### config.mk
export PLATFORM = sky130hd
export DESIGN_NAME = dac_serial_tx
export DESIGN_NICKNAME = d
export VERILOG_FILES = /design/src/rtl/dac_pkg.sv /design/src/rtl/dac_shift_reg.sv /design/src/rtl/dac_serial_tx.sv
export SDC_FILE = /design/constraint.sdc
export NUM_CORES = 1
export LEC_CHECK = 0
export ABC_CLOCK_PERIOD_IN_PS = 2240
export CORE_MARGIN = 5
export CORE_UTILIZATION = 61
export CTS_CLUSTER_DIAMETER = 80
export DETAILED_ROUTE_END_ITERATION = 10
export DONT_BUFFER_PORTS = 1
export PLACE_DENSITY = 0.81
export RECOVER_POWER = 25
export SLEW_MARGIN = 20
export SYNTH_ARGS = -nofsm -noshare
export SYNTH_HDL_FRONTEND = slang
export SYNTH_SLANG_ARGS = --single-unit
### constraint.sdc
create_clock -name clk -period 2.24 [get_ports clk]
set_input_delay 0.224 -clock clk [delete_from_list [all_inputs] [get_ports clk]]
set_output_delay 0.224 -clock clk [all_outputs]
set_load 0.05 [all_outputs]
### src/rtl/dac_pkg.sv
// Shared constants and types for the serial DAC transmitter.
package dac_pkg;

  localparam int unsigned DAC_DW = 12;

  // Full-scale reference used by benches to convert codes to volts.
  localparam real VREF = 5.0;

  typedef enum logic [2:0] {
    ST_IDLE,
    ST_SHIFT,
    ST_GAP,
    ST_LOAD,
    ST_FINISH
  } dac_state_e;

  // The counter covers the bit index and the gap/soc lengths (up to 15).
  function automatic int unsigned cnt_width(input int unsigned dw);
    return $clog2((dw > 16) ? dw : 16);
  endfunction

  localparam int unsigned CNT_W = cnt_width(DAC_DW);

endpackage

### src/rtl/dac_shift_reg.sv
// Parallel-load, MSB-first shift register; zeros fill in from the LSB side.
module dac_shift_reg
  import dac_pkg::*;
#(
  parameter int unsigned DW = DAC_DW
) (
  input  logic          clk,
  input  logic          rst_n,
  input  logic          load_i,
  input  logic          shift_i,
  input  logic [DW-1:0] data_i,
  output logic          msb_o
);

  logic [DW-1:0] sr_q;
  logic [DW-1:0] sr_d;

  // Load wins over shift; once a word is fully shifted out the MSB reads 0.
  always_comb begin
    sr_d = sr_q;
    if (load_i) begin
      sr_d = data_i;
    end else if (shift_i) begin
      sr_d = {sr_q[DW-2:0], 1'b0};
    end
  end

  always_ff @(posedge clk or negedge rst_n) begin
    if (!rst_n) begin
      sr_q <= '0;
    end else begin
      sr_q <= sr_d;
    end
  end

  assign msb_o = sr_q[DW-1];

endmodule

### src/rtl/dac_serial_tx.sv
// Serialises a parallel DAC code MSB-first, then strobes soc and pulses done.
module dac_serial_tx
  import dac_pkg::*;
#(
  parameter int unsigned DW         = DAC_DW,
  parameter int unsigned GAP_CYCLES = 1,
  parameter int unsigned SOC_LEN    = 1
) (
  input  logic          clk,
  input  logic          rst_n,
  input  logic [DW-1:0] din,
  input  logic          din_valid,
  output logic          din_ready,
  output logic          SI,
  output logic          SI_en,
  output logic          soc,
  output logic          busy,
  output logic          done
);

  localparam int unsigned CW = cnt_width(DW);
  localparam logic [CW-1:0] BIT_LAST = CW'(DW - 1);
  localparam logic [CW-1:0] GAP_LAST = CW'((GAP_CYCLES == 0) ? 0 : GAP_CYCLES - 1);
  localparam logic [CW-1:0] SOC_LAST = CW'((SOC_LEN == 0) ? 0 : SOC_LEN - 1);

  dac_state_e    state_q, state_d;
  logic [CW-1:0] cnt_q, cnt_d;
  logic          ready_q, ready_d;
  logic          busy_q, busy_d;
  logic          si_en_q, si_en_d;
  logic          soc_q, soc_d;
  logic          done_q, done_d;
  logic          accept_c;
  logic          shift_c;

  assign accept_c = din_valid & ready_q;
  assign shift_c  = (state_q == ST_SHIFT);

  // Next state; outputs are derived from the next state so they register
  // in step with the state they describe.
  always_comb begin
    state_d = state_q;
    cnt_d   = cnt_q;
    unique case (state_q)
      ST_IDLE: begin
        if (accept_c) begin
          state_d = ST_SHIFT;
          cnt_d   = BIT_LAST;
        end
      end
      ST_SHIFT: begin
        if (cnt_q == '0) begin
          if (GAP_CYCLES == 0) begin
            state_d = ST_LOAD;
            cnt_d   = SOC_LAST;
          end else begin
            state_d = ST_GAP;
            cnt_d   = GAP_LAST;
          end
        end else begin
          cnt_d = cnt_q - CW'(1);
        end
      end
      ST_GAP: begin
        if (cnt_q == '0) begin
          state_d = ST_LOAD;
          cnt_d   = SOC_LAST;
        end else begin
          cnt_d = cnt_q - CW'(1);
        end
      end
      ST_LOAD: begin
        if (cnt_q == '0) begin
          state_d = ST_FINISH;
          cnt_d   = '0;
        end else begin
          cnt_d = cnt_q - CW'(1);
        end
      end
      ST_FINISH: begin
        if (accept_c) begin
          state_d = ST_SHIFT;
          cnt_d   = BIT_LAST;
        end else begin
          state_d = ST_IDLE;
          cnt_d   = '0;
        end
      end
      default: begin
        state_d = ST_IDLE;
        cnt_d   = '0;
      end
    endcase

    ready_d = (state_d == ST_IDLE) || (state_d == ST_FINISH);
    busy_d  = (state_d == ST_SHIFT) || (state_d == ST_GAP) || (state_d == ST_LOAD);
    si_en_d = (state_d == ST_SHIFT);
    soc_d   = (state_d == ST_LOAD);
    done_d  = (state_d == ST_FINISH);
  end

  always_ff @(posedge clk or negedge rst_n) begin
    if (!rst_n) begin
      state_q <= ST_IDLE;
      cnt_q   <= '0;
      ready_q <= 1'b1;
      busy_q  <= 1'b0;
      si_en_q <= 1'b0;
      soc_q   <= 1'b0;
      done_q  <= 1'b0;
    end else begin
      state_q <= state_d;
      cnt_q   <= cnt_d;
      ready_q <= ready_d;
      busy_q  <= busy_d;
      si_en_q <= si_en_d;
      soc_q   <= soc_d;
      done_q  <= done_d;
    end
  end

  // The register MSB is SI directly; it is zero outside SHIFT because the
  // word has been shifted out (or cleared by reset) by then.
  dac_shift_reg #(
    .DW(DW)
  ) u_shift_reg (
    .clk    (clk),
    .rst_n  (rst_n),
    .load_i (accept_c),
    .shift_i(shift_c),
    .data_i (din),
    .msb_o  (SI)
  );

  assign din_ready = ready_q;
  assign busy      = busy_q;
  assign SI_en     = si_en_q;
  assign soc       = soc_q;
  assign done      = done_q;

endmodule
# Word-level counts from Yosys, hierarchy flattened

Cells that the tools add are included.

Bits in registers: 24
Latch bits: 0
Memory bits (writable): 0
ROM bits: 0
Logic and storage cells: 39
Memories kept: 0

Add/sub/neg operators: 1
Multiply operators: 0
Divide/modulo/power cells: 0
$lt $le $gt $ge: 0
Equality and inequality tests: 9
Shifts and indexed selects: 0
Muxes and demuxes: 12
Bitwise logic cells: 1
Reduce and logical (&&, ||, !) cells: 8

Operators with widths:

| cell                                                | number |
|---|---|
| two-way mux 12 bit                                  | 2 |
| one-hot mux 3 bit (5 select lines)                  | 1 |
| equality test 3 x 2 -> 1 bit, second input constant | 4 |
| two-way mux 3 bit                                   | 4 |
| two-way mux 4 bit                                   | 3 |
| one-hot mux 4 bit (3 select lines)                  | 1 |
| equality test 3 x 1 -> 1 bit, second input constant | 2 |
| equality test 3 bit, second input constant          | 2 |
| zero test 3 bit                                     | 2 |
| zero test 4 bit                                     | 1 |
| subtractor 4 x 1 -> 4 bit, second input constant    | 1 |
| logical OR 1 bit                                    | 3 |
| OR reduction 3 bit                                  | 1 |
| inequality test 2 bit, second input constant        | 1 |
| nonzero test 2 bit                                  | 1 |
| bitwise AND 1 bit                                   | 1 |
| two-way mux 1 bit                                   | 1 |

# Logic depth before layout (Yosys ltp)

Depth in word-level cells: 6
Depth in mapped cells: 5

# Modules after synthesis

Synthesis repeated with hierarchy kept, for this count alone.

Cells, all modules: 113
Area total of the unflattened synthesis: 1,166.1 sq um

By module, submodules not included:

| module        | times used | cells an instance | area each (sq um) |
|---|---|---|---|
| dac_serial_tx | 1          | 62                | 619.3 |
| dac_shift_reg | 1          | 51                | 546.8 |

# Worst setup path before layout

OpenSTA, ideal clock, no wires.

Kind: register -> register
Start point: register ready_q (netlist: din_ready)
End point: register u_shift_reg.sr_q[10]
Setup time: 125 ps
Arrival time: 1,676 ps
Data required time: 2,115 ps
Path slack: 440 ps
Cell stages (with the launch flop): 6
Path buffers: 2
Clock period less this slack: 1,800 ps
Cells stage by stage: dfstp_2 -> and2_4 -> buf_6 -> buf_6 -> mux2_4 -> mux2_2

Word-level cells in the longest chain between the ends: 2
Elaborated cells between the ends (all ways): 3

Ends and longest elaborated chain:

| item                                                            | line                 | source |
|---|---|---|
| start: declaration                                              | dac_serial_tx.sv:28  | `logic ready_q, ready_d;` |
| start signal: assignment                                        | dac_serial_tx.sv:114 | `ready_q <= ready_d;` |
| bitwise AND 1 bit (*)                                           | dac_serial_tx.sv:36  | `assign accept_c = din_valid & ready_q;` |
| two-way mux 12 bit / nonzero test 2 bit (equally long branches) | -                    |  |
| end signal: assignment                                          | dac_shift_reg.sv:32  | `sr_q <= sr_d;` |
| end: declaration                                                | dac_shift_reg.sv:15  | `logic [DW-1:0] sr_q;` |

Every way passes the cells marked *; elsewhere a longest branch is shown, timed or not.
A chain may end at the register's enable or synchronous reset.

# Worst setup path in the final report

Start point: register state_q[0]
End point: register u_shift_reg.sr_q[11]

Word-level cells in the longest chain between the ends: 2

Ends and longest elaborated chain:

| item                                | line                 | source |
|---|---|---|
| start: declaration                  | dac_serial_tx.sv:26  | `dac_state_e state_q, state_d;` |
| start signal: assignment            | dac_serial_tx.sv:112 | `state_q <= state_d;` |
| equality test 3 x 1 -> 1 bit        | dac_serial_tx.sv:37  | `assign shift_c = (state_q == ST_SHIFT);` |
| nonzero test 2 bit (no source line) | -                    |  |

Every way passes these cells.

==> load_flow_metrics.sql <==
INSERT INTO impl_metrics (metric_group, metric, value, unit) VALUES
('critical_path', 'path_cells', 'nor2b_2 -> a21oi_2 -> mux2_2', ''),
('synth', 'syn-num-nets', '114', ''),
('synth', 'synth_ff_type', 'sky130_fd_sc_hd__dfrtp_1', ''),
('route', 'wire_per_inst', '17.36', 'um'),
('synth', 'sequential_element_share_of_the_synthesized_area', '0.4908', ''),
('sta', 'relSlewSlack', '0.1514', ''),
('synth', 'post_synth_instance_area', '0.001226', 'sq mm'),
('critical_path', 'cp_data_required_time', '2450', 'ps'),
('floorplan', 'initial_utilization', '0.6314', ''),
('critical_path', 'worstReg2RegStart', 'state_q[0]', ''),
('finish', 'layout-drive-gt1-share', '0.3333', ''),
('global_route', 'gr-usage-all-layers', '0.1762', ''),
('critical_path', 'worst_setup_path_startpoint', 'state_q[0]', ''),
('sta', 'fin_crit', '1751', 'ps'),
('global_route', 'number_of_antenna_violations_at_the_first_check_in_global_routing', '0', ''),
('finish', 'multi_input_area', '565.5', 'sq um'),
('critical_path', 'setup.worst_path.end_class', 'register', ''),
('critical_path', 'worstSetupPathDepth', '3', ''),
('synth', 'syn-mean-instance-area', '12.64', 'sq um'),
('global_route', 'first_global_vias', '762', ''),
('route', 'drt.antenna.violating_nets', '0', ''),
('finish', 'areaGrowthSynthToFinish', '3.877', '%'),
('clock_tree', 'clkSinkCount', '24', ''),
('floorplan', 'fp.coreArea', '0.001942', 'sq mm'),
('global_route', 'first_pass_grt_wire_length', '3657', 'um'),
('route', 'vias', '759', ''),
('min_path', 'worst_min_path_class', 'primary input to register', ''),
('route', 'count_of_tritonroute_iterations_in_the_first_routing_pass', '4', ''),
('global_route', 'global_route.overflow_total', '0', ''),
('finish', 'sequential_cell_area', '601.8', 'sq um'),
('synth', 'synth.area.top_cells', 'sky130_fd_sc_hd__dfrtp_1, sky130_fd_sc_hd__mux2_2, sky130_fd_sc_hd__mux2_4, sky130_fd_sc_hd__buf_6, sky130_fd_sc_hd__dfstp_2', ''),
('place', 'port_buffers', '0', ''),
('critical_path', 'timing.critical_path.slowest_cell_delay', '540', 'ps'),
('synth', 'syn-instance-count', '97', ''),
('power_and_ir_drop', 'pwr-share-seq', '0.462', ''),
('clock_tree', 'clockRootBuffer', 'sky130_fd_sc_hd__clkbuf_4', ''),
('clock_tree', 'clk_pin_slew', '140', 'ps'),
('finish', 'layout_nets', '117', ''),
('clock_tree', 'cts_tree', 'built', ''),
('finish', 'fillerInstances', '152', ''),
('critical_path', 'cp-endpoint', 'u_shift_reg.sr_q[11]', ''),
('critical_path', 'cp_slowest_cell', 'sky130_fd_sc_hd__a21oi_2', ''),
('route', 'detail_route.iter0.violations', '17', ''),
('sta', 'worst_slew_pin_slew', '1273', 'ps'),
('critical_path', 'criticalPathCategory', 'register to register', ''),
('clock_tree', 'clock_tree.htree_level_count', '1', ''),
('clock_tree', 'cts.hold.buffers_added', '1', ''),
('sta', 'unrepaired_setup_endpoints_after_global_routing', 'false', ''),
('floorplan', 'fp_rows', '16', ''),
('outcome', 'outcome', 'finished, final reports clean', ''),
('finish', 'number_of_antenna_diodes', '0', ''),
('critical_path', 'maximum_fanout_encountered_on_the_critical_timing_path', '12', ''),
('run', 'max_cap_violations', '0', ''),
('power_and_ir_drop', 'power.static_leakage', '0.5587', 'nW'),
('floorplan', 'fp.dieH', '54.84', 'um'),
('power_and_ir_drop', 'p_clk_frac', '0.119', ''),
('critical_path', 'r2r_slack', '490', 'ps'),
('global_route', 'largest_net_degree_at_the_start_of_global_routing', '25', ''),
('power_and_ir_drop', 'combinational_power_share', '0.419', ''),
('power_and_ir_drop', 'power.internal', '0.001196', 'W'),
('synth', 'synthDominantCellAreaShare', '0.4694', ''),
('power_and_ir_drop', 'vdd.ir_drop.worst', '0.8364', 'mV'),
('critical_path', 'worst_r2r_path_depth', '3', ''),
('route', 'route.final.wire_length', '2187', 'um'),
('power_and_ir_drop', 'p_sw', '0.0007691', 'W'),
('synth', 'synth_warnings', '0', ''),
('finish', 'finish.utilization', '0.6559', ''),
('sta', 'fmax', '0.5710', 'GHz'),
('clock_tree', 'buffer_depth_of_the_longest_clock_path', '2', ''),
('synth', 'synth.largest_area_cell', 'sky130_fd_sc_hd__dfrtp_1', ''),
('clock_tree', 'cts_inserted_buffers', '3', '');
==> sequential cells by signal (all words and copies together), names as in the netlist <==
register and flops:
state_q 3, soc 1, cnt_q 4, done 1, din_ready 1, u_shift_reg.sr_q 12, SI_en 1, busy 1
==> placed cells by master, fill, tap and decap left out, drive strengths merged, types with 3 or more instances in the layout <==
cell    count
o21ai       3
inv         4
clkbuf      5
nand3       3
a21oi       3
nand2       6
mux2       22
dfrtp      23
and3        3
==> routing by layer <==
metal,part of all wire,global-route usage,up-vias
li1,-,-,356
met1,0.45,0.2509,382
met2,0.49,0.2539,17
met3,0.051,0.04087,4
met4,0.0091,0.07469,0
met5,0,0,-
==> cell type report <==
type | count | share of cell area
Sequential cell | 24 | 0.4725
Multi-Input combinational cell | 64 | 0.4440
Clock buffer | 4 | 0.02849
Tap cell | 27 | 0.02652
Timing Repair Buffer | 3 | 0.01670
Inverter | 4 | 0.01179
==> Yosys cell counts, drive strengths merged, types with 2 or more instances <==
| library cell | instances |
|---|---|
| nand2 | 6 |
| xnor2 | 2 |
| mux2 | 22 |
| and3 | 3 |
| nand3 | 3 |
| buf | 5 |
| nor2 | 2 |
| nor4bb | 2 |
| ha | 2 |
| dfrtp | 23 |
| a21oi | 3 |
| or3 | 2 |
| inv | 4 |
| o21ai | 3 |
==> logic make-up (layout without fill, tap and decap cells) <==
kind of cell    Yosys count  after routing  synth area share
xor+xnor                  2              2           0.01429
buf+inv                   9             11           0.04795
simple gates             26             26            0.1337
flops                    24             24            0.4908
compound gates           12             12           0.06939
fa+ha+maj                 2              2           0.02040
mux                      22             22            0.2235
==> power by group through the flow <==
stage,logic [W],clock network [W],registers (W)
floorplan,0.000747,0,0.000877
global placement,0.000776,0,0.000903
detailed placement,0.000812,0,0.000917
CTS,0.000828,0.000233,0.000908
global route,0.000922,0.000259,0.000939
finish,0.000823,0.000234,0.000908
==> worst min-delay path by stage <==
| stage | endpoint | cells after the start | from | slack [ps] |
|---|---|---|---|---|
| global route | u_shift_reg.sr_q[0] | 1 | din[0] | 30 |
| floorplan | SI_en | 0 | rst_n | -70 |
| finish | u_shift_reg.sr_q[0] | 1 | din[0] | 50 |
| CTS | u_shift_reg.sr_q[0] | 1 | din[0] | 60 |
| global placement | state_q[1] | 0 | rst_n | -70 |
| detailed placement | state_q[1] | 0 | rst_n | -70 |
==> per-stage QoR <==
stage          std cells  hold slack, ps  total power, W  instance area, sq um  worst slack, ps
5_1_grt              126           32.34        0.002120                  1274            394.5
2_1_floorplan         97          -71.59        0.001624                  1226            439.7
3_3_place_gp         120          -70.98        0.001679                  1224            567.9
3_5_place_dp         120          -70.94        0.001730                  1224            512.7
6_report             126           52.04        0.001965                  1274            488.7
4_1_cts              125           56.62        0.001969                  1270            494.0
Note: power is estimated with default switching activity, not from simulation.
